### config.mk
export PLATFORM = sky130hd
export DESIGN_NAME = serial_rcv_ctrl
export DESIGN_NICKNAME = d
export VERILOG_FILES = /design/src/rtl/serial_rcv_ctrl.sv
export SDC_FILE = /design/constraint.sdc
export NUM_CORES = 1
export LEC_CHECK = 0
export BUFFER_PORTS_ARGS = -buffer_cell sky130_fd_sc_hd__buf_2
export CAP_MARGIN = 20
export CORE_UTILIZATION = 25
export DETAILED_ROUTE_END_ITERATION = 16
export GPL_TIMING_DRIVEN = 0
export SLEW_MARGIN = 10
export SYNTH_ARGS = -nofsm -noshare
export SYNTH_HDL_FRONTEND = slang
export SYNTH_SLANG_ARGS = --single-unit
### constraint.sdc
create_clock -name clk -period 3.4 [get_ports clk]
set_clock_uncertainty 0.1 [all_clocks]
set_input_delay 0 -clock clk [delete_from_list [all_inputs] [get_ports clk]]
set_output_delay 0 -clock clk [all_outputs]
set_load 0.01 [all_outputs]
### src/rtl/serial_rcv_ctrl.sv
// Receive-side control for the APB serial peripheral: start-bit qualification,
// bit-timer sequencing, stop-bit check, holding register and sticky error flags.
module serial_rcv_ctrl #(
  parameter int DATA_BITS = 8,
  parameter int DIV_WIDTH = 32
) (
  input  logic                 clk,
  input  logic                 rst,
  input  logic                 rx_enable,
  input  logic                 serial_in,
  input  logic [DIV_WIDTH-1:0] baud_div,
  input  logic                 shift_strobe,
  input  logic                 packet_done,
  input  logic                 data_read,
  input  logic                 err_clear,
  output logic                 enable_timer,
  output logic [DATA_BITS-1:0] rx_data,
  output logic                 data_ready,
  output logic                 framing_error,
  output logic                 overrun_error,
  output logic                 busy,
  output logic [2:0]           dbg_state
);

  localparam int CW = $clog2(DATA_BITS + 2);
  localparam logic [CW-1:0] LAST_STROBE = CW'(DATA_BITS);

  typedef enum logic [2:0] {
    S_IDLE      = 3'd0,
    S_START_CHK = 3'd1,
    S_RECEIVE   = 3'd2,
    S_STOP_CHK  = 3'd3,
    S_LOAD      = 3'd4
  } state_e;

  state_e                 state_q, state_d;
  logic                   sync1_q, rx_s_q, rx_q;
  logic [DIV_WIDTH-1:0]   half_q, half_d;
  logic [DIV_WIDTH-1:0]   half_cnt_q, half_cnt_d;
  logic [CW-1:0]          strobe_cnt_q, strobe_cnt_d;
  logic [DATA_BITS:0]     sr_q, sr_d;
  logic [DATA_BITS-1:0]   rx_data_q, rx_data_d;
  logic                   data_ready_q, data_ready_d;
  logic                   fe_q, fe_d;
  logic                   oe_q, oe_d;
  logic                   fall;
  logic [DIV_WIDTH-1:0]   half_raw, half_new;

  assign fall     = rx_q & ~rx_s_q;
  assign half_raw = baud_div >> 1;
  // A divisor of 0 or 1 would give an empty start check; clamp to one cycle.
  assign half_new = (half_raw == '0) ? DIV_WIDTH'(1) : half_raw;

  always_ff @(posedge clk or posedge rst) begin
    if (rst) begin
      state_q      <= S_IDLE;
      sync1_q      <= 1'b1;
      rx_s_q       <= 1'b1;
      rx_q         <= 1'b1;
      half_q       <= DIV_WIDTH'(1);
      half_cnt_q   <= '0;
      strobe_cnt_q <= '0;
      sr_q         <= '0;
      rx_data_q    <= '0;
      data_ready_q <= 1'b0;
      fe_q         <= 1'b0;
      oe_q         <= 1'b0;
    end else begin
      state_q      <= state_d;
      sync1_q      <= serial_in;
      rx_s_q       <= sync1_q;
      rx_q         <= rx_s_q;
      half_q       <= half_d;
      half_cnt_q   <= half_cnt_d;
      strobe_cnt_q <= strobe_cnt_d;
      sr_q         <= sr_d;
      rx_data_q    <= rx_data_d;
      data_ready_q <= data_ready_d;
      fe_q         <= fe_d;
      oe_q         <= oe_d;
    end
  end

  always_comb begin
    state_d      = state_q;
    half_d       = half_q;
    half_cnt_d   = half_cnt_q;
    strobe_cnt_d = strobe_cnt_q;
    sr_d         = sr_q;
    rx_data_d    = rx_data_q;
    data_ready_d = data_read ? 1'b0 : data_ready_q;
    fe_d         = err_clear ? 1'b0 : fe_q;
    oe_d         = err_clear ? 1'b0 : oe_q;

    case (state_q)
      S_IDLE: begin
        strobe_cnt_d = '0;
        if (rx_enable && fall) begin
          state_d    = S_START_CHK;
          half_d     = half_new;
          half_cnt_d = '0;
        end
      end
      S_START_CHK: begin
        if (!rx_enable || rx_s_q) begin
          state_d = S_IDLE;
        end else if (half_cnt_q == half_q - DIV_WIDTH'(1)) begin
          state_d = S_RECEIVE;
        end else begin
          half_cnt_d = half_cnt_q + DIV_WIDTH'(1);
        end
      end
      S_RECEIVE: begin
        if (!rx_enable) begin
          state_d = S_IDLE;
        end else if (shift_strobe) begin
          sr_d         = {rx_s_q, sr_q[DATA_BITS:1]};
          strobe_cnt_d = strobe_cnt_q + CW'(1);
          // The final strobe outranks a coincident packet_done.
          if (strobe_cnt_q == LAST_STROBE) begin
            state_d = S_STOP_CHK;
          end else if (packet_done) begin
            fe_d    = 1'b1;
            state_d = S_IDLE;
          end
        end else if (packet_done) begin
          fe_d    = 1'b1;
          state_d = S_IDLE;
        end
      end
      S_STOP_CHK: begin
        state_d = S_IDLE;
        if (rx_enable) begin
          if (sr_q[DATA_BITS]) state_d = S_LOAD;
          else                 fe_d    = 1'b1;
        end
      end
      S_LOAD: begin
        state_d = S_IDLE;
        if (rx_enable) begin
          rx_data_d    = sr_q[DATA_BITS-1:0];
          data_ready_d = 1'b1;
          if (data_ready_q && !data_read) oe_d = 1'b1;
        end
      end
      default: state_d = S_IDLE;
    endcase
  end

  assign enable_timer  = (state_q == S_RECEIVE);
  assign busy          = (state_q != S_IDLE);
  assign dbg_state     = state_q;
  assign rx_data       = rx_data_q;
  assign data_ready    = data_ready_q;
  assign framing_error = fe_q;
  assign overrun_error = oe_q;

endmodule
==> summary.md <==
| Metric | Value |
|---|---|
| Max FO, Critical Path | `10` |
| Fillcell total | `2,210` |
| HP Start | `packet_done` |
| Worst vdd ir | `slightly above 200 µV` |
| Seq/Total Area, Yosys | `41.9%` |
| Die area | `0.0229 mm²` |
| Endpoints failing setup | `0` |
| DRC | `0` |
| Reg2Reg Capture Point | `half_cnt_q[28]$_DFFE_PP0P_` |
| CTS HTree Levels | `3` |
| Fin Setup TNS | `0 ns` |
| Ant diodes | `0` |
| Number of synthesized flops with an enable pin | `0` |
| Avg Vias per Cell | `4.97` |
| Synth area leaders | `dfrtp_1, nand2_1, xnor2_1` |
| WHS Endpoint | `dbg_state[1]$_DFFE_PP0P_` |
| Post-layout util | `33.9%` |
| Layout Area Growth over Synthesis | `32.9%` |
| Slowest Stage Delay on Critical Path | `0.41 ns` |
| CP endpoint kind | `flip-flop` |
| CP Class | `reg2reg` |
| CP Launch Type | `flip-flop` |
| ANT nets after route | `0` |
| CP Cell Sequence | `inv_2, ha_4, buf_6, nor3b_4, nand4_4, nor4b_4, mux2_4, a2111oi_4, and3_1, and4_1, buf_6, nand2b_4, buf_8, o31ai_1` |
| Dpl hpwl | `between 10 and 15 mm` |
| Yosys reg bits | `93` |
| Die X | `between 150 and 200 µm` |
| Nets | `810` |
| I/O Buffers | `54` |
| Least-Margin Pin Slew | `0.832 ns` |
| Post-route setup slack | `0.0417 ns` |
| Worst-Skew Late Latency | `approximately 0.35 ns` |
| Most used DFF post-synth | `dfrtp_1` |
| Placed Area | `roughly 0.0062 mm²` |
| Die Span Y | `151 µm` |
| First-pass GRT wire length | `25.3 mm` |
| Placed Cells | `just under 1k` |
| R2R depth | `14` |
| Drt first pass iters | `7` |
| Wire per inst | `15.2 µm` |
| Clock root buffer | `clkbuf_16` |
| Clock slew at reported path FFs | `0.07 ns` |
| WP data arrival | `3.46 ns` |
| YS warnings | `0` |
| Routed WL | `approximately 16 mm` |
| R2R Setup Slk | `0.04 ns` |
| Mapped Area | `~0.0056 mm²` |
| MaxCap Viol Count | `0` |
| Synth Area per Inst | `8.79 µm²` |
| DR vias | `5,226` |
| RSZ-0062 raised after global routing | `yes` |
| Rows | `54` |
| Vias in the first global route | `4,929` |
| GR Util All Layers | `about 14%` |
| DR iter-0 viols | `330` |
| Clock tree from TritonCTS | `built` |
| Final Hold Viols | `0` |
| Slowest-stage cell, CP | `dfrtp_1` |
| # IOs | `56` |
| Synth cell types | `74` |
| Critical Path Most Common Cell | `buf_6` |
| Hold_ws | `0.0766 ns` |
| Critical Path RT | `3.50 ns` |
| Slew HR | `44.3%` |
| Largest area contributor in the netlist | `dfrtp_1` |
| Placer Congestion | `0.866` |
| Total power | `3.06 mW` |
| Num CTS Buffers | `9` |
| CORE AREA | `0.0218 mm²` |
| Cells after Synth | `634` |
| Starting Density | `around 26%` |
| Final instance area | `~0.0074 mm²` |
| Share of cells above drive strength 1 | `approximately 22%` |
| Largest net degree at the start of global routing | `52` |
| Hold WC Path Type | `in2reg` |
| FFs w/ async S/R, synth | `100%` |
| Reg-to-Reg Start | `half_q[1]$_DFFE_PP0P_` |
| Final Max Slew Viols | `0` |
| Initial antenna violation count | `0` |
| Worst hold path cell count | `5` |
| CTS Buffer Depth | `2` |
| Yosys top cell area share | `between 30% and 40%` |
| Clk sink count | `93` |
| Tcrit/Tclk final | `98.8%` |
| Status | `complete, no violations` |
| Min cycle time layout | `3.36 ns` |
| Total leakage power | `3.20 nW` |
| Power Density | `413 mW/mm²` |
| Non-filler cells, final | `around 1.1k` |
| F_max | `a little under 0.3 GHz` |
| Total grt overflow | `0` |
| Net count after synthesis | `678` |
| DP Worst Slack | `-0.392 ns` |
-- state kept, by name (all words and copies together) (netlist names) --
name	count
rx_data	8
framing_error	1
rx_s_q	1
half_cnt_q	32
rx_q	1
strobe_cnt_q	4
sync1_q	1
overrun_error	1
sr_q	9
dbg_state	3
half_q	31
data_ready	1
-- critical path, delay by kind of cell (launching register included) --
family                   cells  cell delay, ns
adder cells (fa/ha/maj)      1            0.13
AND/OR/NAND/NOR              6            1.32
AO/OA/AOI/OAI                2            0.43
flip-flops                   1            0.41
multiplexers                 1            0.35
buffers and inverters        4            0.48
-- power breakdown --
part           switching (mW)  total (mW)  internal, mW  leakage [nW]
sequential              0.142        1.33          1.18          1.24
combinational           0.342       0.682         0.340          1.81
clock                   0.456        1.05         0.597         0.153
total                   0.941        3.06          2.12          3.20
-- area by class of cell --
type,count,area (µm²),share of cell area (%)
timing repair buffer,122,931,12.6
sequential,93,2340,31.5
clock inverter,6,70.1,0.946
tap,280,350,4.73
clock buffer,10,239,3.23
inverter,14,55.1,0.743
buffer,34,208,2.80
multi-input combinational,492,3220,43.4
-- kinds of logic (layout without fill, tap and decap cells) --
group                    Yosys count  in the layout  share of synthesized area (%)
flip-flops                        93             93                           41.9
XOR/XNOR                          44             44                           6.92
AO/OA/AOI/OAI                    118            118                           14.1
buffers and inverters             49            186                           4.31
adder cells (fa/ha/maj)            4              4                          0.898
AND/OR/NAND/NOR                  314            314                           29.5
multiplexers                      12             12                           2.40
-- cells in the mapped netlist, drive strengths merged, types with 2 or more instances --
cell type  number
nand3b          8
nand3          18
xnor2          28
inv            14
a21oi          13
and4            4
a31oi           9
nand4          10
nand4b          7
nor3b           2
dfrtp          89
mux2           11
nand2         145
o22a            5
xor2           16
o211ai          2
or4             3
nand2b          4
o21a            2
buf            10
and3           12
nor3           18
nor4           22
a21o            4
o31ai          15
or4b            2
o41ai           7
nor2           28
o21ai          48
dfstp           4
clkbuf         25
or3            15
ha              4
nor4b           7
and2            4
-- layout by cell type (no fill, tap or decap), drive strengths merged, types with 3 or more instances in the layout --
master,instances
a21o,4
nand3b,8
ha,4
o31ai,15
or3,15
inv,16
clkinv,3
and4,4
clkbuf,36
and3,12
nand4b,7
nor4b,7
xnor2,28
buf,92
dlygate4sd3,38
nand4,10
nand2b,4
and2,4
or4,3
dfstp,4
a31oi,9
o21ai,48
o22a,5
nand2,145
nor4,22
nor2,28
nor3,18
dfrtp,89
mux2,11
a21oi,13
nand3,18
xor2,16
o41ai,7
-- worst max path at each step --
| stage | from | end | slack (ns) | cells past startpoint |
|---|---|---|---|---|
| 3_3_place_gp | rst | half_q[3]$_DFFE_PP0P_ | -0.45 | 2 |
| 2_1_floorplan | half_q[1]$_DFFE_PP0P_ | half_cnt_q[20]$_DFFE_PP0P_ | 0.07 | 14 |
| 3_5_place_dp | half_q[1]$_DFFE_PP0P_ | half_cnt_q[28]$_DFFE_PP0P_ | -0.39 | 14 |
| 6_report | half_q[1]$_DFFE_PP0P_ | half_cnt_q[28]$_DFFE_PP0P_ | 0.04 | 14 |
| 5_1_grt | half_q[1]$_DFFE_PP0P_ | half_cnt_q[17]$_DFFE_PP0P_ | -0.09 | 14 |
| 4_1_cts | half_q[6]$_DFFE_PP0P_ | half_cnt_q[13]$_DFFE_PP0P_ | -0.006 | 12 |
-- per-layer routing --
| metal | track usage [%] | vias to the layer above | part of all wire [%] |
|---|---|---|---|
| met4 | 3.10 | 0 | 0.50 |
| li1 | - | 2543 | - |
| met3 | 2.41 | 7 | 5.7 |
| met2 | 22.5 | 169 | 45 |
| met1 | 19.8 | 2507 | 49 |
| met5 | 0 | - | 0 |
-- what timing repair did --
item	CTS	global route
setup endpoints to repair	34	34
hold buffers	38	0
pin swaps	4	21
buffers inserted	7	20
gates resized for setup	8	50
gates cloned	0	2
hold endpoints to repair	78	0
Note: power is estimated with default switching activity, not from simulation.
